### src/rtl/iq_demod_decim_pkg.sv
// Shared DSP definitions for the I/Q capture path: sample width, NCO
// defaults and quadrant encoding, plus the signed 8-bit saturation helper.
package iq_demod_decim_pkg;

  localparam int IQ_W          = 8;
  localparam int DEF_PHW       = 16;
  localparam int DEF_PHASE_INC = 4096;

  // Quadrant of the NCO phase, taken from its two MSBs.
  typedef enum logic [1:0] {
    QD_0 = 2'd0,
    QD_1 = 2'd1,
    QD_2 = 2'd2,
    QD_3 = 2'd3
  } quad_e;

  // Clamp a signed value into the signed 8-bit range.
  function automatic logic signed [IQ_W-1:0] sat_s8(input logic signed [31:0] v);
    logic signed [IQ_W-1:0] r;
    if (v > 32'sd127) begin
      r = 8'h7F;
    end else if (v < -32'sd128) begin
      r = 8'h80;
    end else begin
      r = v[IQ_W-1:0];
    end
    return r;
  endfunction

endpackage

### src/rtl/iq_demod_decim_if.sv
// Result bus from the demodulator to the capture stage. No backpressure:
// the consumer samples on rdy. The power field exists only with IQ_POWER_EN.
interface iq_demod_decim_if;
  import iq_demod_decim_pkg::*;

  logic                   rdy;
  logic signed [IQ_W-1:0] i_value_reg;
  logic signed [IQ_W-1:0] q_value_reg;
`ifdef IQ_POWER_EN
  logic [15:0]            power;
`endif

  modport master (
    output rdy,
    output i_value_reg,
`ifdef IQ_POWER_EN
    output power,
`endif
    output q_value_reg
  );

  modport slave (
    input rdy,
    input i_value_reg,
`ifdef IQ_POWER_EN
    input power,
`endif
    input q_value_reg
  );

endinterface

### src/rtl/iq_demod_decim_quad_nco.sv
// Quadrature square-wave NCO. The LO signs are registered from the next
// phase so they always describe the phase currently held in phase_q.
// lo_*_pos = 1 means +1, 0 means -1.
module quad_nco
  import iq_demod_decim_pkg::*;
#(
  parameter int PHW       = DEF_PHW,
  parameter int PHASE_INC = DEF_PHASE_INC
) (
  input  logic clk,
  input  logic rst,
  output logic lo_i_pos,
  output logic lo_q_pos
);

  logic [PHW-1:0] phase_q, phase_d;
  logic           lo_i_pos_q, lo_i_pos_d;
  logic           lo_q_pos_q, lo_q_pos_d;
  quad_e          qd_s;

  // Next phase and the LO signs that belong to it.
  always_comb begin
    phase_d    = phase_q + PHW'(PHASE_INC);
    qd_s       = quad_e'(phase_d[PHW-1:PHW-2]);
    lo_i_pos_d = 1'b1;
    lo_q_pos_d = 1'b1;
    case (qd_s)
      QD_0: begin lo_i_pos_d = 1'b1; lo_q_pos_d = 1'b1; end
      QD_1: begin lo_i_pos_d = 1'b0; lo_q_pos_d = 1'b1; end
      QD_2: begin lo_i_pos_d = 1'b0; lo_q_pos_d = 1'b0; end
      QD_3: begin lo_i_pos_d = 1'b1; lo_q_pos_d = 1'b0; end
      default: begin lo_i_pos_d = 1'b1; lo_q_pos_d = 1'b1; end
    endcase
  end

  // Phase accumulator and LO sign registers; reset phase 0 is quadrant 0.
  always_ff @(posedge clk) begin
    if (rst) begin
      phase_q    <= '0;
      lo_i_pos_q <= 1'b1;
      lo_q_pos_q <= 1'b1;
    end else begin
      phase_q    <= phase_d;
      lo_i_pos_q <= lo_i_pos_d;
      lo_q_pos_q <= lo_q_pos_d;
    end
  end

  assign lo_i_pos = lo_i_pos_q;
  assign lo_q_pos = lo_q_pos_q;

endmodule

### src/rtl/iq_demod_decim.sv
// 1-bit I/Q demodulator with integrate-and-dump decimation by 2^DEC_LOG2.
// Optional macro IQ_POWER_EN adds a registered I^2+Q^2 output and delays
// rdy/I/Q by one cycle so every output lines up with power.
module iq_demod_decim
  import iq_demod_decim_pkg::*;
#(
  parameter int PHW       = DEF_PHW,
  parameter int PHASE_INC = DEF_PHASE_INC,
  parameter int DEC_LOG2  = 10
) (
  input  logic             clk,
  input  logic             rst,
  input  logic             sig,
  iq_demod_decim_if.master out_if
);

  localparam int ACC_W = DEC_LOG2 + 2;
  localparam int SHIFT = DEC_LOG2 - 7;

  if (DEC_LOG2 < 7) begin : g_bad_dec
    $error("iq_demod_decim: DEC_LOG2 must be >= 7");
  end

  localparam logic signed [ACC_W-1:0] P_ONE   = {{(ACC_W-1){1'b0}}, 1'b1};
  localparam logic signed [ACC_W-1:0] M_ONE   = {ACC_W{1'b1}};
  localparam logic [DEC_LOG2-1:0]     CNT_ONE = {{(DEC_LOG2-1){1'b0}}, 1'b1};

  logic                    sig_meta_q, sig_sync_q;
  logic                    lo_i_pos_s, lo_q_pos_s;
  logic                    p_i_pos_s, p_q_pos_s;
  logic signed [ACC_W-1:0] p_i_s, p_q_s, sum_i_s, sum_q_s, sh_i_s, sh_q_s;
  logic [DEC_LOG2-1:0]     cnt_q, cnt_d;
  logic signed [ACC_W-1:0] acc_i_q, acc_i_d, acc_q_q, acc_q_d;
  logic                    win_end_s;
  logic                    rdy_q, rdy_d;
  logic signed [IQ_W-1:0]  i_value_q, i_value_d, q_value_q, q_value_d;

  quad_nco #(
    .PHW       (PHW),
    .PHASE_INC (PHASE_INC)
  ) u_nco (
    .clk      (clk),
    .rst      (rst),
    .lo_i_pos (lo_i_pos_s),
    .lo_q_pos (lo_q_pos_s)
  );

  // Two-flop synchroniser for the asynchronous comparator input.
  always_ff @(posedge clk) begin
    if (rst) begin
      sig_meta_q <= 1'b0;
      sig_sync_q <= 1'b0;
    end else begin
      sig_meta_q <= sig;
      sig_sync_q <= sig_meta_q;
    end
  end

  // Mix by sign agreement (XNOR), integrate, and dump at the window end.
  always_comb begin
    p_i_pos_s = ~(sig_sync_q ^ lo_i_pos_s);
    p_q_pos_s = ~(sig_sync_q ^ lo_q_pos_s);
    p_i_s     = p_i_pos_s ? P_ONE : M_ONE;
    p_q_s     = p_q_pos_s ? P_ONE : M_ONE;
    sum_i_s   = acc_i_q + p_i_s;
    sum_q_s   = acc_q_q + p_q_s;
    sh_i_s    = sum_i_s >>> SHIFT;
    sh_q_s    = sum_q_s >>> SHIFT;
    win_end_s = &cnt_q;
    cnt_d     = cnt_q + CNT_ONE;
    acc_i_d   = sum_i_s;
    acc_q_d   = sum_q_s;
    i_value_d = i_value_q;
    q_value_d = q_value_q;
    rdy_d     = 1'b0;
    if (win_end_s) begin
      acc_i_d   = '0;
      acc_q_d   = '0;
      i_value_d = sat_s8(32'(sh_i_s));
      q_value_d = sat_s8(32'(sh_q_s));
      rdy_d     = 1'b1;
    end else begin
      acc_i_d   = sum_i_s;
      acc_q_d   = sum_q_s;
      rdy_d     = 1'b0;
    end
  end

  // Sample counter, accumulators and result registers.
  always_ff @(posedge clk) begin
    if (rst) begin
      cnt_q     <= '0;
      acc_i_q   <= '0;
      acc_q_q   <= '0;
      i_value_q <= '0;
      q_value_q <= '0;
      rdy_q     <= 1'b0;
    end else begin
      cnt_q     <= cnt_d;
      acc_i_q   <= acc_i_d;
      acc_q_q   <= acc_q_d;
      i_value_q <= i_value_d;
      q_value_q <= q_value_d;
      rdy_q     <= rdy_d;
    end
  end

`ifdef IQ_POWER_EN
  logic signed [15:0]     i_ext_s, q_ext_s;
  logic [15:0]            power_q, power_d;
  logic                   rdy_p_q;
  logic signed [IQ_W-1:0] i_p_q, q_p_q;

  // Squared magnitude of the registered results; 32768 maps to 16'h8000.
  always_comb begin
    i_ext_s = 16'(i_value_q);
    q_ext_s = 16'(q_value_q);
    power_d = 16'(i_ext_s * i_ext_s + q_ext_s * q_ext_s);
  end

  // Multiplier pipeline stage; rdy/I/Q ride along to stay aligned.
  always_ff @(posedge clk) begin
    if (rst) begin
      power_q <= '0;
      rdy_p_q <= 1'b0;
      i_p_q   <= '0;
      q_p_q   <= '0;
    end else begin
      power_q <= power_d;
      rdy_p_q <= rdy_q;
      i_p_q   <= i_value_q;
      q_p_q   <= q_value_q;
    end
  end

  assign out_if.rdy         = rdy_p_q;
  assign out_if.i_value_reg = i_p_q;
  assign out_if.q_value_reg = q_p_q;
  assign out_if.power       = power_q;
`else
  assign out_if.rdy         = rdy_q;
  assign out_if.i_value_reg = i_value_q;
  assign out_if.q_value_reg = q_value_q;
`endif

endmodule

### src/flat_wrapper.sv
// flat-port wrapper written by rule: the top's interface ports become plain ports
module iq_demod_decim_flat import iq_demod_decim_pkg::*;
#(
  parameter int PHW       = DEF_PHW,
  parameter int PHASE_INC = DEF_PHASE_INC,
  parameter int DEC_LOG2  = 10
)
  (clk, rst, sig, out_if_rdy, out_if_i_value_reg, out_if_q_value_reg);
  iq_demod_decim_if out_if_i ();
  input  logic clk;
  input  logic rst;
  input  logic sig;
  output wire logic [$bits(out_if_i.rdy)-1:0] out_if_rdy;
  output wire logic [$bits(out_if_i.i_value_reg)-1:0] out_if_i_value_reg;
  output wire logic [$bits(out_if_i.q_value_reg)-1:0] out_if_q_value_reg;
  assign out_if_rdy = out_if_i.rdy;
  assign out_if_i_value_reg = out_if_i.i_value_reg;
  assign out_if_q_value_reg = out_if_i.q_value_reg;
  iq_demod_decim #(.PHW(PHW), .PHASE_INC(PHASE_INC), .DEC_LOG2(DEC_LOG2)) u_core (.clk(clk), .rst(rst), .sig(sig), .out_if(out_if_i));
endmodule
### config.mk
export PLATFORM = sky130hd
export DESIGN_NAME = iq_demod_decim_flat
export DESIGN_NICKNAME = d
export VERILOG_FILES = /design/src/rtl/iq_demod_decim_pkg.sv /design/src/rtl/iq_demod_decim_if.sv /design/src/rtl/iq_demod_decim_quad_nco.sv /design/src/rtl/iq_demod_decim.sv /design/src/flat_wrapper.sv
export SDC_FILE = /design/constraint.sdc
export NUM_CORES = 1
export LEC_CHECK = 0
export ABC_AREA = 0
export BUFFER_PORTS_ARGS = -buffer_cell sky130_fd_sc_hd__buf_2
export CORE_ASPECT_RATIO = 0.6
export CORE_MARGIN = 4
export CORE_UTILIZATION = 55
export CTS_CLUSTER_SIZE = 40
export DETAILED_ROUTE_END_ITERATION = 8
export GPL_ROUTABILITY_DRIVEN = 0
export PLACE_DENSITY = 0.76
export SYNTH_ARGS = -nofsm -noshare
export SYNTH_HDL_FRONTEND = slang
export SYNTH_HIERARCHICAL = 1
export SYNTH_SLANG_ARGS = --single-unit
### constraint.sdc
create_clock -name clk -period 2.8 [get_ports clk]
set_input_delay 0.14 -clock clk [delete_from_list [all_inputs] [get_ports clk]]
set_output_delay 0.14 -clock clk [all_outputs]
set_load 0.05 [all_outputs]
Word-level counts from Yosys, hierarchy flattened
Cells that the tools add are included.

storage, ports and cells
  bits in registers = 71

operators by class
  add/subtract/negate cells = 4
  magnitude comparators = 4
  equal/unequal tests = 3
  multiplexer cells = 9
  bitwise gates (word level) = 2
  reductions and logical operators = 7

operators by type and width
  cell                                                                          number
  8-bit 2-to-1 mux                                                              4
  12-bit adder                                                                  2
  12-bit 2-to-1 mux                                                             2
  9-bit by 8-bit > comparator with 1-bit output, second input constant          2
  9-bit by 8-bit less-than comparator with 1-bit output, second input constant  2
  16-bit by 13-bit adder with 16-bit output, second input constant              1
  10-bit by 1-bit adder with 10-bit output, second input constant               1
  10-bit AND reduction                                                          1
  2-bit OR reduction                                                            5
  2-bit equality test, second input constant                                    2
  1-bit one-hot mux with 2 select lines                                         2
  2-bit by 1-bit equality test with 1-bit output, second input constant         1
  2-bit zero test                                                               1
  1-bit XOR                                                                     2
  1-bit 2-to-1 mux                                                              1

Longest topological paths before layout
Gate-level depths: netlist of the first run.

  word-level depth = 6
  mapped depth = 10
  gate-level depth less buffers = 9

Modules after synthesis
Netlist of the first run, hierarchy kept.

by module, submodules not included
  module          times used  cells each  area each (um^2)  seq. area each (um^2)
  iq_demod_decim  1           328         2967.8            1061.0
  quad_nco        1           20          209.0             120.1

Least setup slack after synthesis of the first run
Ideal clock, no wire load.

  path type = flip-flop to flip-flop
  from = reg u_core.sig_sync_q
  to = reg u_core.q_value_q[6], in the netlist u_core/out_if.q_value_reg[6]
  setup time = 119 ps
  data arrival time = 2774 ps
  required time = 2681 ps
  slack = -93 ps
  stages on the path, launching flop included = 11
  cell sequence = dfxtp_1 > xor2_1 > ha_1 > a21oi_1 > o211ai_1 > o41a_1 > nand4_1 > o211a_1 > buf_2 > o21ai_1 > o221a_1

between the ends
  word-level cells in the longest chain between the ends = 6
  elaborated cells on any way between the ends = 7

ends and longest elaborated chain
  item                                                   line                      source
  start, declared                                        iq_demod_decim.sv:28      logic sig_meta_q, sig_sync_q;
  start signal, assigned                                 iq_demod_decim.sv:55      sig_sync_q <= sig_meta_q;
  1-bit XOR *                                            iq_demod_decim.sv:62      p_q_pos_s = ~(sig_sync_q ^ lo_q_pos_s);
  12-bit 2-to-1 mux *                                    iq_demod_decim.sv:64      p_q_s = p_q_pos_s ? P_ONE : M_ONE;
  12-bit adder *                                         iq_demod_decim.sv:66      sum_q_s = acc_q_q + p_q_s;
  9-bit by 8-bit less-than comparator with 1-bit output  iq_demod_decim_pkg.sv:22  end else if (v < -32'sd128) begin
  8-bit 2-to-1 mux                                       iq_demod_decim_pkg.sv:22
  8-bit 2-to-1 mux *                                     iq_demod_decim_pkg.sv:20  if (v > 32'sd127) begin
  end signal, assigned                                   iq_demod_decim.sv:103     q_value_q <= q_value_d;
  end, declared                                          iq_demod_decim.sv:36      logic signed [IQ_W-1:0] i_value_q, i_value_d, q_value_q, q_value_d;

Every way passes the cells marked *; elsewhere a longest branch is shown, timed or not.
A chain may end at the register's enable or synchronous reset.

Final worst setup path of the first run
  from = reg u_core.sig_sync_q
  to = reg u_core.i_value_q[3], in the netlist u_core/out_if.i_value_reg[3]

between the ends
  word-level cells in the longest chain between the ends = 6
  elaborated cells on any way between the ends = 7

ends and longest elaborated chain
  item                                                   line                      source
  1-bit XOR *                                            iq_demod_decim.sv:61      p_i_pos_s = ~(sig_sync_q ^ lo_i_pos_s);
  12-bit 2-to-1 mux *                                    iq_demod_decim.sv:63      p_i_s = p_i_pos_s ? P_ONE : M_ONE;
  12-bit adder *                                         iq_demod_decim.sv:65      sum_i_s = acc_i_q + p_i_s;
  9-bit by 8-bit less-than comparator with 1-bit output  iq_demod_decim_pkg.sv:22
  8-bit 2-to-1 mux                                       iq_demod_decim_pkg.sv:22
  8-bit 2-to-1 mux *                                     iq_demod_decim_pkg.sv:20
  end signal, assigned                                   iq_demod_decim.sv:102     i_value_q <= i_value_d;
  end, declared                                          iq_demod_decim.sv:36

Marked as above.

==> reports/qor.csv, run 1 <==
stage,metric,value,unit
outcome,outcome,"complete, but fails checks",
outcome,failing checks,setup timing,
critical_path,worst-path cell chain,"buf_6, xor2_4, clkbuf_16, buf_6, ha_4, and3_4, a311oi_2, buf_4, xnor2_4, o32a_1, nand4_4, o211ai_1",
global_routing,Overflow after GRT,0,
synthesis,"flops & latches, synth",59,
critical_path,CP Buf/Inv Count,4,
critical_path,cell mode on critical path,buf_6,
synthesis,syn_nets,378,
clock_network,clk buf depth,2,
floorplan,num rows,21,
floorplan,DIE AREA,7100,um2
timing,PnR worst setup slack,-0.0334,ns
timing,Final min period,2.83,ns
placement,Detailed Place HPWL,5.00,mm
timing,RSZ-0062 raised after global routing,yes,
global_routing,first-pass GRT wire length,11.7,mm
critical_path,CP max stage delay,0.37,ns
drt,WL/cell,16.2,um
synthesis,"Primary FF master, synth",dfxtp_1,
synthesis,synthesized netlist cell count,348,
timing,Worst-Margin Slew,0.894,ns
synthesis,async set or reset register ratio after synthesis,0,%
critical_path,Worst Setup End Kind,register,
synthesis,Mapped Avg Cell Area,9.13,um2
timing,Pins Over Slew Limit,0,
drt,Iter 0 DRT Violations,168,
floorplan,IO Pins,20,
drt,drt pass-1 iters,4,
floorplan,die span in y,66.9,um
run,max cap viols,0,
critical_path,crit-path max FO,7,
finish,ANT cells,0,
synthesis,Synth cell types,55,
drt,final WL,7.72,mm
critical_path,WP data arrival,3.09,ns
critical_path,Required @ worst endpoint,3.06,ns
finish,post-layout net count,421,
timing,Setup Skew,0.00799,ns
floorplan,Initial Utilization,57.0,%
clock_network,Num CTS Buffers,9,
floorplan,Die X,106,um
timing,worst rel slew slack,40.2,%
drt,via count,2692,
drt,vias per cell,5.66,
power,pwr dens,1200,nW/um2
finish,area grow syn2layout,25.7,%
timing,"Setup violations, final",7,
finish,layout cells sized above 1,25.0,%
drt,DR DRC count,0,
power,static leakage power,1.58,nW
clock_network,htree depth,3,
timing,f_max,353,MHz
critical_path,Crit Path Class,reg -> reg,
floorplan,core area,5570,um2
clock_network,CTS Sinks,59,
finish,fillers,423,
hold_path,Hold WC Path Type,in -> reg,
critical_path,Worst setup SP type,register,
timing,Worst Hold Margin,0.181,ns
synthesis,number of synthesized flops with an enable pin,0,
critical_path,Crit-path slowest cell,dfxtp_4,
clock_network,CTS tree,yes,
drt,antenna-violating nets left,0,
timing,"Hold Vio Cnt, Final",0,
synthesis,sequential area share after synthesis,37.2,%
finish,largest registers,"u_core/acc_i_q x12, u_core/acc_q_q x12, u_core/cnt_q x10",
power,maximum VDD drop,529,uV
global_routing,GRT Total Usage,21.2,%
placement,I/O Buffers,19,
critical_path,Crit path max-delay family,compound AO/OA/AOI/OAI gates,
clock_network,clock latency on the worst-skew pair,0.34,ns
global_routing,via count of the first global-routing pass,2419,
finish,Finished Core Util,71.7,%
synthesis,mapped cell area,3180,um2
clock_network,Root Driver,clkbuf_8,
clock_network,clock slew at reported path FFs,0.06,ns
timing,crit share post-route,101,%
global_routing,antenna violations before repair,0,
global_routing,largest net degree at the start of global routing,23,
synthesis,Syn. warnings,6,
==> where the power goes <==
part           switching [W]  internal (W)
clock network       0.000336      0.000613
registers          0.0000841      0.000986
logic                0.00156       0.00120
total                0.00198       0.00280
==> placed cells by master, fill, tap and decap left out, drive strengths merged, types with 3 or more instances in the layout <==
| master | Yosys | layout |
|---|---|---|
| dfxtp | 59 | 59 |
| o211ai | 11 | 11 |
| nand4 | 4 | 4 |
| nor3 | 7 | 7 |
| nor4 | 3 | 3 |
| o2111ai | 3 | 3 |
| inv | 9 | 9 |
| o221a | 7 | 7 |
| xnor2 | 14 | 14 |
| nor2b | 6 | 6 |
| bufinv | 0 | 3 |
| clkinv | 1 | 3 |
| and3 | 3 | 3 |
| ha | 25 | 25 |
| nor2 | 47 | 47 |
| clkbuf | 6 | 12 |
| a211oi | 3 | 3 |
| buf | 3 | 39 |
| o21ai | 21 | 21 |
| nand2 | 19 | 19 |
| and2 | 7 | 7 |
| or3 | 7 | 7 |
| nand2b | 3 | 3 |
| nand3 | 13 | 13 |
| or2 | 3 | 3 |
| xor2 | 17 | 17 |
| a21oi | 23 | 23 |
| a31oi | 3 | 3 |
==> layer usage <==
layer	global-route usage [%]	share of wire, %	vias up
met5	0	0	-
met4	6.46	1.5	0
met3	6.49	6.8	13
met2	31.3	44	100
met1	29.7	48	1241
li1	-	-	1338
==> metrics by stage <==
stage               worst slack, ns  setup TNS (ns)  area [um2]  std cells  power (W)
CTS                         -0.0220         -0.0489        3720        468    0.00436
finish                      -0.0334         -0.0995        3990        476    0.00478
detailed placement           -0.126          -0.785        3420        450    0.00333
global route                 -0.156           -1.03        3990        476    0.00509
global placement            -0.0640          -0.420        3420        450    0.00327
floorplan                     0.121               0        3180        348    0.00286
==> cell usage after synthesis (8+ instances only) <==
cell type / n / area share [%]
inv_1: 8 / 0.95
dfxtp_1: 59 / 37
xnor2_1: 13 / 3.6
nand2_1: 19 / 2.2
nand3_1: 13 / 2.0
xor2_1: 16 / 4.4
nor2_1: 47 / 5.6
o211ai_1: 11 / 2.6
o21ai_0: 15 / 2.4
a21oi_1: 20 / 3.2
ha_1: 25 / 9.8
==> kinds of logic (layout without fill, tap and decap cells) <==
| group | after synthesis | count (layout) | share of synthesized area, % |
|---|---|---|---|
| simple gates | 125 | 125 | 19.6 |
| buf+inv | 19 | 67 | 2.64 |
| compound gates | 85 | 85 | 19.8 |
| mux | 2 | 2 | 0.630 |
| flops | 59 | 59 | 37.2 |
| xor+xnor | 31 | 31 | 9.02 |
| fa+ha+maj | 27 | 27 | 11.1 |
==> cell type report <==
| type | count | area, um2 | share of cell area [%] |
|---|---|---|---|
| multi-input cells | 270 | 2120 | 53.2 |
| flip-flops and latches | 59 | 1180 | 29.7 |
| repair buffers | 41 | 304 | 7.62 |
| clock buffers | 11 | 141 | 3.54 |
| clock inverters | 5 | 100 | 2.51 |
| well taps | 80 | 100 | 2.51 |
| inverters | 10 | 37.5 | 0.940 |
==> worst paths after layout <==
check / startpoint / end / slack (ns) / cells after the start
setup / recovery: u_core/sig_sync_q / u_core/out_if.i_value_reg[3] / -0.03 / 12
hold / removal: rst / u_core/u_nco/phase_q[12] / 0.18 / 2
setup reg to reg: u_core/sig_sync_q / u_core/out_if.i_value_reg[3] / -0.03 / 12
hold reg to reg: u_core/sig_meta_q / u_core/sig_sync_q / 0.44 / 1
==> timing repair <==
item	4_1_cts	5_1_grt
hold endpoints to repair	1	0
pin swaps	2	18
resized for setup	6	37
cloned	0	1
hold buffers	1	0
setup buffers	1	7
setup endpoints to repair	12	16
Power figures use the tool's default switching activity.
==> run 2, diff against run 1 <==
--- a/config.mk
+++ b/config.mk
@@ -13,7 +13,7 @@
 export CTS_CLUSTER_SIZE = 40
 export DETAILED_ROUTE_END_ITERATION = 8
 export GPL_ROUTABILITY_DRIVEN = 0
-export PLACE_DENSITY = 0.76
+export PLACE_DENSITY = 0.73
 export SYNTH_ARGS = -nofsm -noshare
 export SYNTH_HDL_FRONTEND = slang
 export SYNTH_HIERARCHICAL = 1
==> constraint.sdc (replaced) <==
create_clock -name clk -period 3.3 [get_ports clk]
set_input_delay 0.165 -clock clk [delete_from_list [all_inputs] [get_ports clk]]
set_output_delay 0.165 -clock clk [all_outputs]
set_load 0.05 [all_outputs]
==> reports/qor.csv, run 2 (same netlist as run 1, synthesis figures left out) <==
stage,metric,value,unit,change
hold_path,Hold WC Path Type,in -> reg,,unchanged
floorplan,Die X,106,um,unchanged
drt,final WL,6.65,mm,was 7.72 mm
timing,Worst-Margin Slew,0.796,ns,was 0.894 ns
floorplan,die span in y,66.9,um,unchanged
global_routing,GRT Total Usage,20.6,%,was 21.2%
drt,vias per cell,5.66,,about the same
global_routing,largest net degree at the start of global routing,23,,unchanged
critical_path,Required @ worst endpoint,3.56,ns,was 3.06 ns
critical_path,R2R Setup Slk,0.35,ns,was -0.03 ns
global_routing,first-pass GRT wire length,11.3,mm,was 11.7 mm
clock_network,Num CTS Buffers,9,,unchanged
power,static leakage power,1.43,nW,was 1.58 nW
finish,area grow syn2layout,12.6,%,was 25.7%
floorplan,Initial Utilization,57.0,%,unchanged
clock_network,"Hold-fix buffers, CTS",0,,was 1
finish,largest registers,"u_core/acc_i_q x12, u_core/acc_q_q x12, u_core/cnt_q x10",,unchanged
finish,fillers,491,,was 423
clock_network,Root Driver,clkbuf_8,,unchanged
timing,PnR worst setup slack,0.346,ns,was -0.0334 ns
finish,"commonest cells after routing, fill and taps aside","59 x dfxtp_1, 47 x nor2_1, 25 x ha_1",,"was 58 x dfxtp_1, 46 x nor2_1, 19 x buf_2, 19 x a21oi_1, 18 x nand2_1"
timing,f_max,339,MHz,was 353 MHz
global_routing,via count of the first global-routing pass,2369,,was 2419
critical_path,Crit Path Class,reg -> reg,,unchanged
timing,Setup Skew,0.00533,ns,was 0.00799 ns
placement,I/O Buffers,19,,unchanged
run,max cap viols,0,,unchanged
floorplan,DIE AREA,7100,um2,unchanged
timing,Final min period,2.95,ns,was 2.83 ns
clock_network,htree depth,3,,unchanged
finish,post-layout net count,402,,was 421
critical_path,WP data arrival,3.21,ns,was 3.09 ns
timing,worst rel slew slack,46.7,%,was 40.2%
finish,Finished Core Util,64.2,%,was 71.7%
power,pwr dens,992,nW/um2,was 1200 nW/um2
critical_path,crit-path max FO,15,,was 7
finish,ANT cells,0,,unchanged
floorplan,IO Pins,20,,unchanged
power,maximum VDD drop,411,uV,was 529 uV
drt,drt pass-1 iters,4,,unchanged
drt,DR DRC count,0,,unchanged
clock_network,CTS Sinks,59,,unchanged
global_routing,Overflow after GRT,0,,unchanged
drt,Iter 0 DRT Violations,194,,was 168
clock_network,clock latency on the worst-skew pair,0.33,ns,was 0.34 ns
timing,crit share post-route,89.5,%,was 101%
placement,pre-CTS WS,0.205,ns,was -0.126 ns
placement,Detailed Place HPWL,4.84,mm,was 5.00 mm
critical_path,Worst setup SP type,register,,unchanged
drt,antenna-violating nets left,0,,unchanged
clock_network,CTS tree,yes,,unchanged
timing,"Hold Vio Cnt, Final",0,,unchanged
floorplan,core area,5570,um2,unchanged
timing,"Setup violations, final",0,,was 7
drt,WL/cell,14.6,um,was 16.2 um
outcome,outcome,finished clean,,"was complete, but fails checks"
clock_network,clock slew at reported path FFs,0.07,ns,was 0.06 ns
timing,RSZ-0062 raised after global routing,no,,was yes
finish,most common library cell in the layout ignoring fill and taps,dfxtp_1,,unchanged
clock_network,clk buf depth,2,,unchanged
global_routing,antenna violations before repair,0,,unchanged
finish,layout cells sized above 1,14.1,%,was 25.0%
timing,Fin Setup TNS,0,ns,was -0.0995 ns
timing,Pins Over Slew Limit,0,,unchanged
floorplan,num rows,21,,unchanged
drt,via count,2582,,was 2692
critical_path,Worst Setup End Kind,register,,unchanged
-- run 2: cell count changes in the layout (fill, tap and decap cells not counted), sizes merged --
cell / before / now
dlygate4sd3: 1 / 0
buf: 39 / 22
clkinv: 3 / 1
bufinv: 3 / 2
clkinvlp: 0 / 2
clkbuf: 12 / 11
-- run 2: final timing paths --
kind	start	to	cells after the start
hold reg to reg	u_core/sig_meta_q	u_core/sig_sync_q	1
hold / removal	sig	u_core/sig_meta_q	2
setup / recovery	u_core/sig_sync_q	u_core/out_if.i_value_reg[4]	9
setup reg to reg	u_core/sig_sync_q	u_core/out_if.i_value_reg[4]	9
-- run 2: power breakdown --
group	internal, W	total [W]	switching, W
clock	0.000442	0.000719	0.000278
combinational	0.000746	0.00193	0.00119
sequential	0.000837	0.000895	0.0000574
total	0.00203	0.00355	0.00152
-- run 2: repair_timing --
action,CTS,global route
setup endpoints to repair,0,7
buffers inserted,0,0
gates resized for setup,0,1
-- run 2: routing by layer --
layer	up-vias	share of wire (%)	global-route usage [%]	routed length [um]
met5	-	0	0	0
met4	0	1.3	7.43	88
met3	11	8.6	5.81	569
met2	72	37	27.6	2480
met1	1190	53	30.8	3510
li1	1309	-	-	-
-- run 2: stage by stage --
stage | cells | hold slack (ns) | total power [W] | cell area (um2)
after floorplan | 348 | 0.232 | 0.00242 | 3180
after global placement | 441 | 0.377 | 0.00275 | 3350
after detailed placement | 441 | 0.386 | 0.00278 | 3350
after CTS | 456 | 0.0311 | 0.00352 | 3560
after global routing | 456 | 0.0341 | 0.00383 | 3580
final | 456 | 0.0434 | 0.00355 | 3580
-- run 2: worst max-delay path: stages (launching register included) --
cell	delay (ns)
dfxtp_1	0.44
xor2_4	0.45
ha_1	0.38
a211oi_1	0.24
o21ai_1	0.15
a311oi_2	0.39
xnor2_1	0.24
o32a_1	0.21
nand4_2	0.16
o211ai_1	0.22
-- run 2: layout make-up --
cell class,count,area (um2),area share [%]
multi-input combinational,270,1920,53.8
timing repair buffer,22,118,3.29
tap,80,100,2.80
sequential,59,1180,33.0
clock inverter,4,75.1,2.10
inverter,10,37.5,1.05
clock buffer,11,141,3.95
==> run 3, diff against run 2 <==
==> constraint.sdc (replaced) <==
create_clock -name clk -period 2.9 [get_ports clk]
set_input_delay 0.145 -clock clk [delete_from_list [all_inputs] [get_ports clk]]
set_output_delay 0.145 -clock clk [all_outputs]
set_load 0.05 [all_outputs]
==> reports/qor.csv, run 3 (same netlist as run 1, synthesis figures left out) <==
stage,metric,value,unit,change
critical_path,Worst R2R Path Depth,10,,was 9
drt,via count,2567,,was 2582
clock_network,clk buf depth,2,,unchanged
finish,ANT cells,0,,unchanged
finish,Finished Core Util,64.4,%,was 64.2%
finish,area grow syn2layout,13.0,%,was 12.6%
placement,pre-CTS WS,0.0971,ns,was 0.205 ns
timing,Worst Hold Margin,0.0570,ns,was 0.0434 ns
finish,layout cells sized above 1,15.8,%,was 14.1%
drt,DR DRC count,0,,unchanged
clock_network,Root Driver,clkbuf_8,,unchanged
critical_path,R2R Setup Slk,0.09,ns,was 0.35 ns
clock_network,clock latency on the worst-skew pair,0.34,ns,was 0.33 ns
timing,worst rel slew slack,47.0,%,was 46.7%
drt,drt pass-1 iters,5,,was 4
run,max cap viols,0,,unchanged
placement,"Cell Area, Placed",3370,um2,was 3350 um2
critical_path,Worst Setup End Kind,register,,unchanged
finish,Reg area,1180,um2,unchanged
power,static leakage power,1.44,nW,was 1.43 nW
floorplan,num rows,21,,unchanged
critical_path,WP data arrival,3.08,ns,was 3.21 ns
timing,"Hold Vio Cnt, Final",0,,unchanged
finish,post-layout net count,405,,was 402
critical_path,reg2reg start,u_core/sig_sync_q,,unchanged
timing,Final min period,2.81,ns,was 2.95 ns
global_routing,GRT Total Usage,20.4,%,was 20.6%
global_routing,via count of the first global-routing pass,2266,,was 2369
clock_network,"Hold-fix buffers, CTS",0,,unchanged
floorplan,DIE AREA,7100,um2,unchanged
finish,Multi-input gate area,1940,um2,was 1920 um2
clock_network,CTS Sinks,59,,unchanged
timing,Setup Skew,0.00599,ns,was 0.00533 ns
timing,crit share post-route,97.0,%,was 89.5%
clock_network,clock slew at reported path FFs,0.07,ns,about the same
finish,largest registers,"u_core/acc_i_q x12, u_core/acc_q_q x12, u_core/cnt_q x10",,unchanged
finish,design area,3590,um2,was 3580 um2
placement,Detailed Place HPWL,4.84,mm,about the same
hold_path,Hold Startpoint,sig,,unchanged
timing,PnR worst setup slack,0.0864,ns,was 0.346 ns
finish,most common library cell in the layout ignoring fill and taps,dfxtp_1,,unchanged
critical_path,crit-path max FO,7,,was 15
timing,Worst-Margin Slew,0.792,ns,was 0.796 ns
finish,"commonest cells after routing, fill and taps aside","59 x dfxtp_1, 47 x nor2_1, 25 x ha_1",,unchanged
floorplan,core area,5570,um2,unchanged
timing,Pins Over Slew Limit,0,,unchanged
critical_path,Worst R2R End,u_core/out_if.i_value_reg[0],,was u_core/out_if.i_value_reg[4]
hold_path,Hold WC Path Type,in -> reg,,unchanged
clock_network,htree depth,3,,unchanged
placement,I/O Buffers,19,,unchanged
floorplan,Die X,106,um,unchanged
placement,Post-Place Cells,444,,was 441
global_routing,largest net degree at the start of global routing,23,,unchanged
finish,fin cells,460,,was 456
clock_network,CTS tree,yes,,unchanged
drt,Iter 0 DRT Violations,140,,was 194
critical_path,Worst setup SP type,register,,unchanged
hold_path,Hold Path Sink,u_core/sig_meta_q,,unchanged
critical_path,Crit Path Class,reg -> reg,,unchanged
drt,WL/cell,14.4,um,was 14.6 um
hold_path,hold-critical path depth,2,,unchanged
global_routing,Overflow after GRT,0,,unchanged
critical_path,Required @ worst endpoint,3.16,ns,was 3.56 ns
floorplan,die span in y,66.9,um,unchanged
timing,RSZ-0062 raised after global routing,yes,,was no
timing,"Setup violations, final",0,,unchanged
floorplan,IO Pins,20,,unchanged
drt,vias per cell,5.58,,was 5.66
finish,fillers,487,,was 491
global_routing,antenna violations before repair,0,,unchanged
power,pwr dens,1110,nW/um2,was 992 nW/um2
power,maximum VDD drop,440,uV,was 411 uV
drt,antenna-violating nets left,0,,unchanged
clock_network,Num CTS Buffers,9,,unchanged
outcome,outcome,finished clean,,unchanged
drt,final WL,6.61,mm,was 6.65 mm
timing,f_max,355,MHz,was 339 MHz
floorplan,Initial Utilization,57.0,%,unchanged
global_routing,first-pass GRT wire length,11.3,mm,unchanged
run 3: worst max-delay path by stage:
stage	start	endpoint	cells past startpoint
final	u_core/sig_sync_q	u_core/out_if.i_value_reg[0]	10
after global placement	u_core/sig_sync_q	u_core/out_if.i_value_reg[1]	10
after CTS	u_core/sig_sync_q	u_core/out_if.i_value_reg[5]	10
after detailed placement	u_core/sig_sync_q	u_core/out_if.i_value_reg[5]	10
after floorplan	u_core/sig_sync_q	u_core/out_if.q_value_reg[6]	10
after global routing	u_core/sig_sync_q	u_core/out_if.i_value_reg[0]	10
run 3: layout make-up:
class,count,share of cell area [%]
Timing Repair Buffer,25,3.90
Inverter,10,1.05
Tap cell,80,2.79
Sequential cell,59,32.9
Clock inverter,4,1.39
Multi-Input combinational cell,270,53.9
Clock buffer,12,4.04
run 3: routing by layer:
layer / vias to the layer above / routed length [um] / share of wire [%] / global-route usage, %
met5: - / 0 / 0 / 0
met4: 0 / 21 / 0.32 / 4.52
met3: 6 / 496 / 7.5 / 7.74
met2: 87 / 2640 / 40 / 26.7
met1: 1164 / 3460 / 52 / 30.9
li1: 1310 / - / - / -
run 3: worst max-delay path: stages (launching register included):
cell	delay, ns
dfxtp_1	0.35
xor2_2	0.18
buf_4	0.17
fa_2	0.38
a211oi_2	0.25
o21ai_1	0.15
a311oi_2	0.42
xnor2_2	0.19
o32a_1	0.26
nand4_4	0.16
o211ai_1	0.22
run 3: where the power goes:
part	total [W]	switching [W]	internal (W)	leakage (nW)
logic	0.00222	0.00133	0.000890	0.858
registers	0.00101	0.0000604	0.000953	0.484
clock network	0.000733	0.000314	0.000419	0.0926
total	0.00397	0.00171	0.00226	1.44
run 3: repair_timing:
item                       4_1_cts  5_1_grt
setup buffers                    0        0
resized for setup                0        5
setup endpoints to repair        0       14
run 3: per-stage QoR:
| stage | power [W] | TNS, ns |
|---|---|---|
| 4_1_cts | 0.00391 | 0 |
| 3_5_place_dp | 0.00315 | 0 |
| 2_1_floorplan | 0.00276 | 0 |
| 5_1_grt | 0.00430 | -0.0691 |
| 6_report | 0.00397 | 0 |
| 3_3_place_gp | 0.00312 | 0 |
